### config.mk
export PLATFORM = sky130hd
export DESIGN_NAME = ext_int_filter_flat
export DESIGN_NICKNAME = d
export VERILOG_FILES = /design/src/rtl/ext_int_filter_pkg.sv /design/src/rtl/ext_int_filter_if.sv /design/src/rtl/ext_int_filter_line_debouncer.sv /design/src/rtl/ext_int_filter.sv /design/src/flat_wrapper.sv
export SDC_FILE = /design/constraint.sdc
export NUM_CORES = 1
export LEC_CHECK = 0
export ABC_CLOCK_PERIOD_IN_PS = 4000
export CAP_MARGIN = 20
export CORE_MARGIN = 2
export CORE_UTILIZATION = 40
export DETAILED_ROUTE_END_ITERATION = 6
export PLACE_DENSITY = 0.84
export SYNTH_ARGS = -nofsm -noshare
export SYNTH_HDL_FRONTEND = slang
export SYNTH_HIERARCHICAL = 1
export SYNTH_SLANG_ARGS = --single-unit
### constraint.sdc
create_clock -name Clock -period 4 [get_ports Clock]
set_input_delay 0.8 -clock Clock [delete_from_list [all_inputs] [get_ports Clock]]
set_output_delay 0.8 -clock Clock [all_outputs]
set_load 0.1 [all_outputs]
### src/rtl/ext_int_filter_pkg.sv
// Shared constants and types for the external interrupt filter.
// Holds the register address table and the per-line debounce state type.
package ext_int_filter_pkg;

  localparam int NUM_LINES = 9;

  localparam logic [3:0] ADDR_PLR    = 4'h0;
  localparam logic [3:0] ADDR_DBR    = 4'h1;
  localparam logic [3:0] ADDR_STATUS = 4'h2;

  typedef enum logic [1:0] {
    stLow     = 2'd0,
    stRiseChk = 2'd1,
    stHigh    = 2'd2,
    stFallChk = 2'd3
  } lineState_t;

endpackage

### src/rtl/ext_int_filter_if.sv
// Register access bus of the external interrupt filter.
// The bus owner uses the master modport, the filter block uses the slave modport.
interface ext_int_filter_if;
  logic        IO_WrEn;
  logic [31:0] IO_WrData;
  logic [3:0]  IO_RegAddress;
  logic        IO_BlockSelect;
  logic [31:0] IO_RdData;

  modport master (
    output IO_WrEn, IO_WrData, IO_RegAddress, IO_BlockSelect,
    input  IO_RdData
  );

  modport slave (
    input  IO_WrEn, IO_WrData, IO_RegAddress, IO_BlockSelect,
    output IO_RdData
  );
endinterface

### src/rtl/ext_int_filter_line_debouncer.sv
// One interrupt line: two-flop synchronizer, polarity fix-up, then debounce.
// The debounce FSM exists only with EXT_INT_DEBOUNCE_EN; otherwise the line is a plain registered copy.
module ext_int_filter_line_debouncer
  import ext_int_filter_pkg::*;
#(
  parameter int DBC_W = 8
) (
  input  logic             Clock,
  input  logic             Reset,
  input  logic             pin,
  input  logic             polarity,
  input  logic [DBC_W-1:0] dbr,
  output logic             level
);

  logic syncA;
  logic syncB;
  logic cond;

  always_ff @(posedge Clock) begin
    if (Reset) begin
      syncA <= 1'b0;
      syncB <= 1'b0;
    end else begin
      syncA <= pin;
      syncB <= syncA;
    end
  end

  assign cond = syncB ^ polarity;

`ifdef EXT_INT_DEBOUNCE_EN
  lineState_t       state;
  logic [DBC_W-1:0] cnt;

  // The compare uses >= so a DBR lowered below a running count completes at once.
  always_ff @(posedge Clock) begin
    if (Reset) begin
      state <= stLow;
      cnt   <= '0;
      level <= 1'b0;
    end else begin
      case (state)
        stLow: begin
          if (cond) begin
            state <= stRiseChk;
            cnt   <= '0;
          end
        end
        stHigh: begin
          if (!cond) begin
            state <= stFallChk;
            cnt   <= '0;
          end
        end
        stRiseChk: begin
          if (!cond) begin
            state <= stLow;
          end else if (cnt >= dbr) begin
            state <= stHigh;
            level <= 1'b1;
          end else if (cnt != '1) begin
            cnt <= cnt + 1'b1;
          end
        end
        stFallChk: begin
          if (cond) begin
            state <= stHigh;
          end else if (cnt >= dbr) begin
            state <= stLow;
            level <= 1'b0;
          end else if (cnt != '1) begin
            cnt <= cnt + 1'b1;
          end
        end
        default: state <= stLow;
      endcase
    end
  end
`else
  logic unusedDbr;
  assign unusedDbr = ^dbr;

  always_ff @(posedge Clock) begin
    if (Reset) begin
      level <= 1'b0;
    end else begin
      level <= cond;
    end
  end
`endif

endmodule

### src/rtl/ext_int_filter.sv
// External interrupt filter: 8 IRQ pins plus one urgent pin, each synchronized, polarity-adjusted and filtered.
// Debouncing and the DBR register are present only when EXT_INT_DEBOUNCE_EN is defined.
module ext_int_filter
  import ext_int_filter_pkg::*;
#(
  parameter int DBC_W = 8
) (
  input  logic             Clock,
  input  logic             Reset,
  input  logic [7:0]       PinIrq,
  input  logic             PinUrq,
  ext_int_filter_if.slave  io,
  output logic [7:0]       IntReq,
  output logic             UrgentReq
);

  logic [NUM_LINES-1:0] plr;
  logic [DBC_W-1:0]     dbr;
  logic [NUM_LINES-1:0] pins;
  logic [NUM_LINES-1:0] lineLevel;
  logic                 wrHit;
  logic [31:0]          rdData;
  logic                 unusedWrData;

  assign pins         = {PinUrq, PinIrq};
  assign wrHit        = io.IO_WrEn & io.IO_BlockSelect;
  assign unusedWrData = ^io.IO_WrData;

  always_ff @(posedge Clock) begin
    if (Reset) begin
      plr <= '0;
    end else if (wrHit && (io.IO_RegAddress == ADDR_PLR)) begin
      plr <= io.IO_WrData[NUM_LINES-1:0];
    end
  end

`ifdef EXT_INT_DEBOUNCE_EN
  always_ff @(posedge Clock) begin
    if (Reset) begin
      dbr <= '0;
    end else if (wrHit && (io.IO_RegAddress == ADDR_DBR)) begin
      dbr <= io.IO_WrData[DBC_W-1:0];
    end
  end
`else
  assign dbr = '0;
`endif

  for (genvar g = 0; g < NUM_LINES; g++) begin : gLine
    ext_int_filter_line_debouncer #(.DBC_W(DBC_W)) uLine (
      .Clock    (Clock),
      .Reset    (Reset),
      .pin      (pins[g]),
      .polarity (plr[g]),
      .dbr      (dbr),
      .level    (lineLevel[g])
    );
  end

  assign IntReq    = lineLevel[7:0];
  assign UrgentReq = lineLevel[8];

  always_comb begin
    rdData = '0;
    case (io.IO_RegAddress)
      ADDR_PLR:    rdData[NUM_LINES-1:0] = plr;
`ifdef EXT_INT_DEBOUNCE_EN
      ADDR_DBR:    rdData[DBC_W-1:0] = dbr;
`endif
      ADDR_STATUS: rdData[NUM_LINES-1:0] = lineLevel;
      default:     rdData = '0;
    endcase
  end

  assign io.IO_RdData = rdData;

endmodule

### src/flat_wrapper.sv
// flat-port wrapper written by rule: the top's interface ports become plain ports
module ext_int_filter_flat import ext_int_filter_pkg::*;
#(
  parameter int DBC_W = 8
)
  (Clock, Reset, PinIrq, PinUrq, IntReq, UrgentReq, io_IO_WrEn, io_IO_WrData, io_IO_RegAddress, io_IO_BlockSelect, io_IO_RdData);
  ext_int_filter_if io_i ();
  input  logic Clock;
  input  logic Reset;
  input  logic [7:0] PinIrq;
  input  logic PinUrq;
  output logic [7:0] IntReq;
  output logic UrgentReq;
  input wire logic [$bits(io_i.IO_WrEn)-1:0] io_IO_WrEn;
  input wire logic [$bits(io_i.IO_WrData)-1:0] io_IO_WrData;
  input wire logic [$bits(io_i.IO_RegAddress)-1:0] io_IO_RegAddress;
  input wire logic [$bits(io_i.IO_BlockSelect)-1:0] io_IO_BlockSelect;
  output wire logic [$bits(io_i.IO_RdData)-1:0] io_IO_RdData;
  assign io_i.IO_WrEn = io_IO_WrEn;
  assign io_i.IO_WrData = io_IO_WrData;
  assign io_i.IO_RegAddress = io_IO_RegAddress;
  assign io_i.IO_BlockSelect = io_IO_BlockSelect;
  assign io_IO_RdData = io_i.IO_RdData;
  ext_int_filter #(.DBC_W(DBC_W)) u_core (.Clock(Clock), .Reset(Reset), .PinIrq(PinIrq), .PinUrq(PinUrq), .io(io_i), .IntReq(IntReq), .UrgentReq(UrgentReq));
endmodule
==> impl.org, run 1 <==
** Floorplan
- Overall die width :: about 65 um
- Num rows :: 22
- The core region is between 0.003 and 0.004 mm^2.
- Die Span Y :: around 65 um
- The die covers approximately 0.0043 mm^2.
- For this configuration, the core starts out at a cell density of 0.416.
- Number of placed I/O pins :: 90

** Clock tree
- CTS saw 36 sinks.
- TritonCTS created 5 clock buffers.
- Clock tree synthesis selected as its root buffer the cell clkbuf_8.
- Buffers inserted by post-CTS timing repair :: 0
- Count of H-tree levels built during CTS :: 2
- Counting along the longest clock path gives a buffer depth of 2.
- Clk Latency, worst-skew pair :: approximately 0.28 ns
- Count of instances resized after the clock tree is built :: 0
- Total of hold buffers inserted after clock tree synthesis :: 0
- TritonCTS built the clock tree.
- Register clock-pin slew on the reported worst setup and hold paths :: about 0.070 ns

** Logic synthesis
- Of the synthesized area, sequential elements account for 0.477.
- The Yosys step of the flow raised 6 warnings.
- Distinct cell type count after synthesis :: 14
- The share of synthesized area in the top cell type comes to 0.477.
- Cell taking the most area after synthesis :: dfxtp_1
- Synthesis handed over a netlist of 148 instances.
- After synthesis, the mean cell area works out to about 10 um^2.
- After synthesis the netlist holds a flip-flop and latch count of 36.
- Netlist area before placement :: between 0.0015 and 0.002 mm^2
- Main area contributors after synthesis :: dfxtp_1 (48%), mux2i_1 (12%), buf_4 (11%), nand2b_1 (7.5%), nor2b_1 (7.5%)

** Layout
- The filler cells instantiated in the layout total 369.
- After routing the design area is about 0.002 mm^2.
- In the final layout, flip-flops and latches occupy approximately 720 um^2.
- Fin nets :: around 240
- Area added between synthesis and finish :: 29.4%
- The multi-input combinational cells in the finished layout cover a total of about 670 um^2.
- Number of standard cells in the final layout excluding fillers :: between 200 and 250
- Finished Core Util :: 0.538
- In the layout the commonest cells are dfxtp_1 (36), clkdlybuf4s50_1 (34), conb_1 (23).
- The repair_antennas step left the layout with diodes totalling 0.
- The library cell used most frequently in the layout, excluding fill and tap cells, is dfxtp_1.
- In the final layout, the share of cells above drive strength 1 is 0.0923.

** Setup path
- FF-to-FF End :: u_core/gLine[6].uLine/level
- Category of the critical setup timing path :: in -> out
- The worst setup path is captured at an output port.
- Data on the critical path is required at its endpoint by approximately 3.2 ns.
- Worst endpoint data arrival time :: roughly 2.3 ns
- In this run the register-to-register setup slack is about 3.3 ns.
- Depth of the worst register-to-register path :: 2
- Highest net fanout along the worst path :: 10
- Worst reg2reg startpoint :: u_core/plr[6]
- The worst setup path is launched from an input port.

** Routing
- After detailed routing, the average wire length per cell comes to roughly 10 um.
- DR iter-0 viols :: 39
- Post-Route WL :: 2.42 mm
- Count of nets left with antenna violations after detail routing :: 0
- Across all layers, the routed design uses ~990 vias.
- Remaining DRCs :: 0
- Using the TritonRoute via totals, the vias-per-cell ratio works out to roughly 4.1.
- For this run, the detailed router's first-pass iteration total came to 2.

** GRT
- Summed over all layers, the global routing overflow is 0.
- The via count of the first global-routing pass came to 934.
- Pin count of the biggest net entering global routing :: 46
- The first global-routing pass estimated ~4 mm of wire.
- Initial antenna violation count :: 0
- Overall global routing resource usage :: 0.125

** Pwr
- The worst-case IR drop observed on VDD is about 0.22 mV.
- The analysis attributes to cell leakage a power of 0.779 nW.
- Power density cells :: 412 mW/mm^2

** Timing
- Relative slew margins :: 0.348
- Setup repair after global routing left no endpoint under its margin.
- For the pin with the worst max-slew slack, the measured transition is 0.975 ns.
- Hold slack :: between 0.4 and 0.5 ns
- Between clock sinks in the finished design, the worst skew comes to approximately 0.0028 ns.
- Total negative slack for setup checks :: 0 ns
- Setup Viol. Count Final :: 0
- The number of hold-slack violations in the final timing report is 0.
- Fmax :: ~320 MHz
- Dividing the final minimum period by the clock period gives 0.778.
- Final Max Slew Viols :: 0
- Post-route minimum period :: 3.11 ns

** Min path
- The path with the worst hold slack has its endpoint at u_core/gLine[6].uLine/syncB.
- The tightest min-delay check is of the reg -> reg type.
- In this run the most critical hold path is launched from u_core/gLine[6].uLine/syncA.
- Along the worst hold path, the cell count comes to 1.

** Placement
- Once placement completed, the tool counted placed cells totaling approximately 240.
- At the end of routability-driven placement, the weighted congestion stood at 0.667.
- The placed instances occupy a cell area of 0.00187 mm^2.
- Port Buf Inserts :: 43
- Detail Placement HPWL :: between 1.5 and 2 mm

** Run status
- Status :: completed

** Run
- Max Cap Violations :: 0
[metal layers]
layer,up-vias,GRT usage,share of wire
li1,507,-,-
met1,448,0.125,0.38
met2,36,0.221,0.52
met3,2,0.0651,0.083
met4,0,0.0469,0.0078
met5,-,0,0
[kinds of logic after synthesis]
logic type	synth area share
flip-flops	0.477
XOR/XNOR	0.0522
multiplexers	0.119
AND/OR/NAND/NOR	0.214
other	0.00248
buffers and inverters	0.135
[cell usage after synthesis]
cell type  number
buf_2           1
buf_4          23
buf_6           2
clkbuf_1        1
conb_1          1
dfxtp_1        36
mux2i_1        18
nand2_1         1
nand2b_1       18
nor2_1         18
nor2b_1        18
nor3_4          1
or3_4           1
xnor2_1         9
[stage by stage]
stage / total power, mW / setup WS, ns
3_3_place_gp: 0.559 / 0.882
2_1_floorplan: 0.540 / 0.623
6_report: 0.805 / 0.889
5_1_grt: 0.847 / 0.811
3_5_place_dp: 0.560 / 0.869
4_1_cts: 0.816 / 0.869
[registers in the layout, indices dropped and copies added, names as in the netlist]
signal and flops:
u_core/plr 9, u_core/gLine.uLine/syncB 9, u_core/gLine.uLine/syncA 9, u_core/gLine.uLine/level 9
[power by group]
group	switching [mW]	leakage (nW)	internal, mW
registers	0.00401	0.295	0.370
clock network	0.113	0.0455	0.140
logic	0.136	0.439	0.0414
[critical path: stages]
cell and delay, ns:
clkdlybuf4s50_1 0.91, mux2i_1 0.18, nor2_1 0.12, buf_4 0.30
[cell type report]
type	count	share of cell area
Clock buffer	8	0.0461
Multi-Input combinational cell	107	0.342
Sequential cell	36	0.369
Timing Repair Buffer	44	0.212
Tap cell	48	0.0307
[worst max-delay path by stage]
stage	cells past startpoint	slack, ns	end	startpoint
finish	4	0.89	io_IO_RdData[6]	io_IO_RegAddress[1]
global route	4	0.81	io_IO_RdData[4]	io_IO_RegAddress[1]
CTS	4	0.87	io_IO_RdData[0]	io_IO_RegAddress[1]
detailed placement	4	0.87	io_IO_RdData[0]	io_IO_RegAddress[1]
global placement	4	0.88	io_IO_RdData[4]	io_IO_RegAddress[1]
floorplan	3	0.62	io_IO_RdData[0]	io_IO_RegAddress[0]
(Power assumes the default switching activity.)
==> run 2: changes to the inputs <==
Settings changed: ABC_CLOCK_PERIOD_IN_PS 4000 to 2800, CORE_UTILIZATION 40 to 33, PLACE_DENSITY 0.84 to 0.74.
Clock period 4 ns to 2.8 ns, I/O delays scaled along.
==> run 2 against run 1 <==
Net effect: clock power increased by 45%; global-route usage decreased by 1.9 points; clock skew down 0.0020 ns; first-iteration DRC count is 44% lower; die area up 20%; sequential power up 43%; setup slack got worse by 0.50 ns; non-clock buffer count increased by 2; critical endpoint is now io_IO_RdData[5]; largest power group unchanged; highest routed layer unchanged.
==> impl.org, run 2 (same netlist as run 1, synthesis figures left out) <==
** Clock tree
- Num Clock Sinks :: 36 (unchanged)
- The post-CTS setup repair buffer count came to 0 (unchanged).
- The number of H-tree branching levels came to 2 (unchanged).
- Clk Latency, worst-skew pair :: 0.28 ns (about the same)
- The clock-pin slew reported for the worst setup and hold paths after clock tree synthesis is 0.07 ns (about the same).
- The post-cts hold buffer count was 0 (unchanged).
- Largest buffer count on any clock path :: 2 (unchanged)
- Count of instances resized after the clock tree is built :: 0 (unchanged)
- In this run the clock root is driven by a clkbuf_8.
- CTS tree :: done
- Number of CTS-inserted buffers :: 5 (unchanged)

** Setup path
- Required time of the worst setup path :: 2.24 ns (-0.96 ns)
- In this run the worst setup path terminates at io_IO_RdData[5].
- Worst endpoint data arrival time :: 1.85 ns (-0.46 ns)
- Startpoint type of the worst setup path :: input port
- Launching instance or port of the critical path :: io_IO_RegAddress[0]
- FF-to-FF End :: u_core/gLine[0].uLine/level
- Critical Path Sink Type :: output port
- Worst reg2reg startpoint :: u_core/plr[0]
- Highest net fanout along the worst path :: 10 (unchanged)
- Depth of the worst register-to-register path :: 2 (unchanged)
- Category of the critical setup timing path :: in -> out
- The reg-to-reg setup timing slack was 2.13 ns (-1.18 ns).

** Timing
- Final Max Slew Viols :: 0 (unchanged)
- The number of hold-slack violations in the final timing report is 0 (unchanged).
- Setup repair after global routing left no endpoint under its margin.
- Of the available clock period, the critical path in the final layout requires 0.862.
- Maximum clock skew at final layout :: 0.000812 ns (-0.00198 ns)
- Subtracting the final worst setup slack from the clock period gives around 2.4 ns.
- The final setup TNS was 0 ns (unchanged).
- Setup Viol. Count Final :: 0 (unchanged)
- The worst setup slack after layout was 0.388 ns (-0.501 ns).
- Static timing analysis puts the maximum clock frequency at around 410 MHz.

** Floorplan
- Number of placed I/O pins :: 90 (unchanged)
- Overall die area :: 0.00514 mm^2 (+20%)
- The area inside the core boundary is 0.00438 mm^2 (+21%).
- The number of cell rows was 24 (+9.1%).
- The starting utilization of the core area came to 0.345 (-0.0712).
- The die height was 71.7 um (+9.5%).
- The horizontal die dimension is 71.7 um (+9.5%).

** Routing
- Via count :: 975 (-1.8%)
- The post-detailed-route count of antenna-violating nets was 0 (unchanged).
- The iteration-0 DRC count of the detailed router is 22 (-44%).
- First-pass iteration count of the detailed router :: 2 (unchanged)
- Ratio of routed vias to standard cells :: 3.92 (-4.2%)
- Remaining DRCs :: 0 (unchanged)
- The average wire length per cell after detail routing was 10.1 um (+1.3%).
- Post-Route WL :: 2.52 mm (+3.8%)

** Layout
- Leading cell type in the layout, fill and taps excluded :: dfxtp_1
- Finished Core Util :: 0.476 (-0.0619)
- Fraction of layout cells with a size suffix above 1 :: 0.193 (+0.101)
- Leaving out fill and tap cells, the most frequent cells in the layout are dfxtp_1 (36), clkdlybuf4s50_1 (25), conb_1 (23).
- The number of antenna diodes is 0 (unchanged).
- Fin nets :: 245 (+0.82%)
- Relative to the synthesized area, the layout overhead comes to 38.2%.

** Placement
- The worst setup slack after placement was 0.371 ns (-0.498 ns).
- Port Buf Inserts :: 43 (unchanged)
- Detail Placement HPWL :: 1.73 mm (+0.89%)
- Global placement routability congestion :: 0.712 (+6.7%)

** GRT
- Vias in the first global route :: 895 (-4.2%)
- Initial antenna violation count :: 0 (unchanged)
- The maximum number of pins on one net before global-route repair came to 46 (unchanged).
- The total global routing track utilization came to 0.106 (-0.0192).
- Final global-route overflow total :: 0 (unchanged)
- The global-route wire length before repair came to 4.10 mm (+4.2%).

** Pwr
- Power density cells :: 554 mW/mm^2 (+35%)
- The leakage power total came to 0.830 nW (+6.5%).
- The worst vdd rail ir drop came to 0.250 mV (+11%).

** Run
- Max Cap Violations :: 0 (unchanged)

** Min path
- Worst Hold Depth :: 1 (unchanged)
- Startpoint of the most critical hold path :: u_core/gLine[0].uLine/syncA
- The worst hold path belongs to the class reg -> reg.

** Run status
- Status :: completed
==> run 2: changes by cell type in the layout (fill, tap and decap cells not counted), sizes merged <==
cell           before  now
clkdlybuf4s50      34   25
buf                10   21
==> run 2: report_power, final <==
part | switching (mW) | leakage (nW) | internal (mW)
sequential | 0.00591 | 0.295 | 0.529
combinational | 0.196 | 0.490 | 0.0601
clock | 0.166 | 0.0455 | 0.200
==> run 2: metrics by stage <==
stage / hold slack (ns) / power [mW] / cells / area (um^2)
after floorplan: 0.414 / 0.773 / 170 / 1620
after global placement: 0.417 / 0.802 / 241 / 2000
after detailed placement: 0.423 / 0.804 / 241 / 2000
after CTS: 0.439 / 1.18 / 249 / 2090
after global routing: 0.449 / 1.21 / 249 / 2090
final: 0.436 / 1.16 / 249 / 2090
==> run 2: worst max-delay path, cell delays in order <==
cell and delay, ns:
clkdlybuf4s50_1 0.40, or3_4 0.50, nor2_2 0.20, buf_12 0.19
==> run 2: routing by layer <==
metal,GRT usage,wire (um),vias up
met5,0,0,-
met4,0.0629,54,0
met3,0.0436,224,7
met2,0.177,1210,42
met1,0.112,1020,414
li1,-,-,512
==> run 2: worst min-delay path by stage <==
stage | to | slack (ns)
floorplan | u_core/gLine[0].uLine/syncB | 0.41
global placement | u_core/gLine[6].uLine/syncB | 0.42
detailed placement | u_core/gLine[0].uLine/syncB | 0.42
CTS | u_core/gLine[0].uLine/syncB | 0.44
global route | u_core/gLine[1].uLine/syncB | 0.45
finish | u_core/gLine[0].uLine/syncB | 0.44
==> run 2: cell type report <==
cell class,instances,area (um^2)
timing repair buffer,46,520
tap,52,65.1
multi-input combinational,107,692
clock buffer,8,90.1
fill,417,2300
sequential,36,721
==> RTL edit, RTL diff (settings of run 2) <==
Put a register stage on the outputs `IntReq` and `UrgentReq`, without a reset. The values now appear one clock later. The other outputs are not delayed to match.
--- a/src/rtl/ext_int_filter.sv
+++ b/src/rtl/ext_int_filter.sv
@@ -59,4 +59,6 @@
 
-  assign IntReq    = lineLevel[7:0];
-  assign UrgentReq = lineLevel[8];
+  always_ff @(posedge Clock) begin
+    IntReq    <= lineLevel[7:0];
+    UrgentReq <= lineLevel[8];
+  end
 
Check against the original RTL: not equivalent (a bounded check fails within 4 cycles, from zero or initial values and one cycle with Reset high).
==> RTL edit against run 2 <==
  * Global-route usage is 0.63 points lower
  * Clock power rose by 15%
  * Core utilization shrank 2.1 points
  * First-iteration DRC count grew to 2.7 times the old value
  * Total power increased by 16%
  * Final area grew 9.2%
  * Area after synthesis increased by 12%
  * Routed wire length grew 4.7%
  * Sequential share of layout area grew 5.0 points
  * Die area grew 11%
  * Register-to-register slack is essentially flat
  * Sequential cell count is 9 higher
  * Worst setup slack got worse by 0.042 ns
==> RTL edit: results (changes against run 2) <==
Min path
  • Min-delay src: u_core/gLine[7].uLine/level (was u_core/gLine[0].uLine/syncA)
  • WHS Path Cells: 0 (was 1)

Timing
  • Fin crit period: 2.455 ns (was 2.412 ns)
  • Setup Skew: 0.005980 ns (was 0.0008117 ns)

Critical path
  • Setup crit end: io_IO_RdData[0] (was io_IO_RdData[5])
  • R2r endpoint: u_core/gLine[1].uLine/level (was u_core/gLine[0].uLine/level)
  • Crit path DAT: 1.89 ns (was 1.85 ns)
  • Crit-path max cell delay: 0.48 ns (was 0.50 ns)

GRT
  • M3 GR Usage: 0.03571 (was 0.04360)
  • First-pass GRT wire length: 4.174 mm (was 4.098 mm)
  • Number of global-route vias before repair: 974 (was 895)
  • GRT Total Usage: 0.09986 (was 0.1062)
  • M2 GR Usage: 0.1768 (was 0.1770)
  • GR Layer Usage met1: 0.1006 (was 0.1121)

Status
  • Status: complete, no violations (unchanged)

Yosys
  • Post-synth top cells: dfxtp_1 (45), buf_4 (23) (was dfxtp_1 (36), buf_4 (23))

Power
  • Sw Ratio: 0.2976 (was 0.3181)
  • P_seq: 667 uW (was 535 uW)
  • P_sw: 399.5 uW (was 368.3 uW)

Final layout
  • Share of layout cells above drive strength 1: 0.1505 (was 0.1929)

Place
  • Placed Cells: 268 (was 241)
  • Pre-CTS setup slack: 0.3169 ns (was 0.3713 ns)
  • Dpl hpwl: 1.888 mm (was 1.727 mm)
  • DP Area: 0.002178 sq mm (was 0.001998 sq mm)

Detailed routing
  • Detailed Routing Iterations Pass 1: 4 (was 2)
  • Sum of routed wire segments on met1: 1.046 mm (was 1.024 mm)
  • Via density: 3.830 (was 3.916)
  • Met3 wire length: 213 microns (was 224 microns)
-- RTL edit: cell types whose count changed in the layout (fill, tap and decap cells not counted) --
cell / change
nor2_1: +9
nor2_2: -9
clkbuf_8: +1
clkinv_2: +1
dfxtp_1: +9
clkbuf_1: -2
-- RTL edit: critical path, delay by kind of cell --
kind,cells,cell delay [ns]
buffers and inverters,2,0.62
AND/OR/NAND/NOR,2,0.71
-- RTL edit: layout make-up --
class	count	area, sq um	area share
clock buffers	7	96.34	0.04226
clock inverters	1	5.005	0.002195
multi-input cells	107	669.4	0.2936
flip-flops and latches	45	900.9	0.3952
well taps	70	87.58	0.03842
repair buffers	46	520.5	0.2283
-- RTL edit: cell families (layout without fill, tap and decap cells) --
kind of cell	count (synthesis)	in the layout	share of synthesized area
other cells	1	23	0.002217
xor+xnor	9	9	0.04660
buf+inv	27	54	0.1206
flops	45	45	0.5325
mux	18	18	0.1065
simple gates	57	57	0.1916
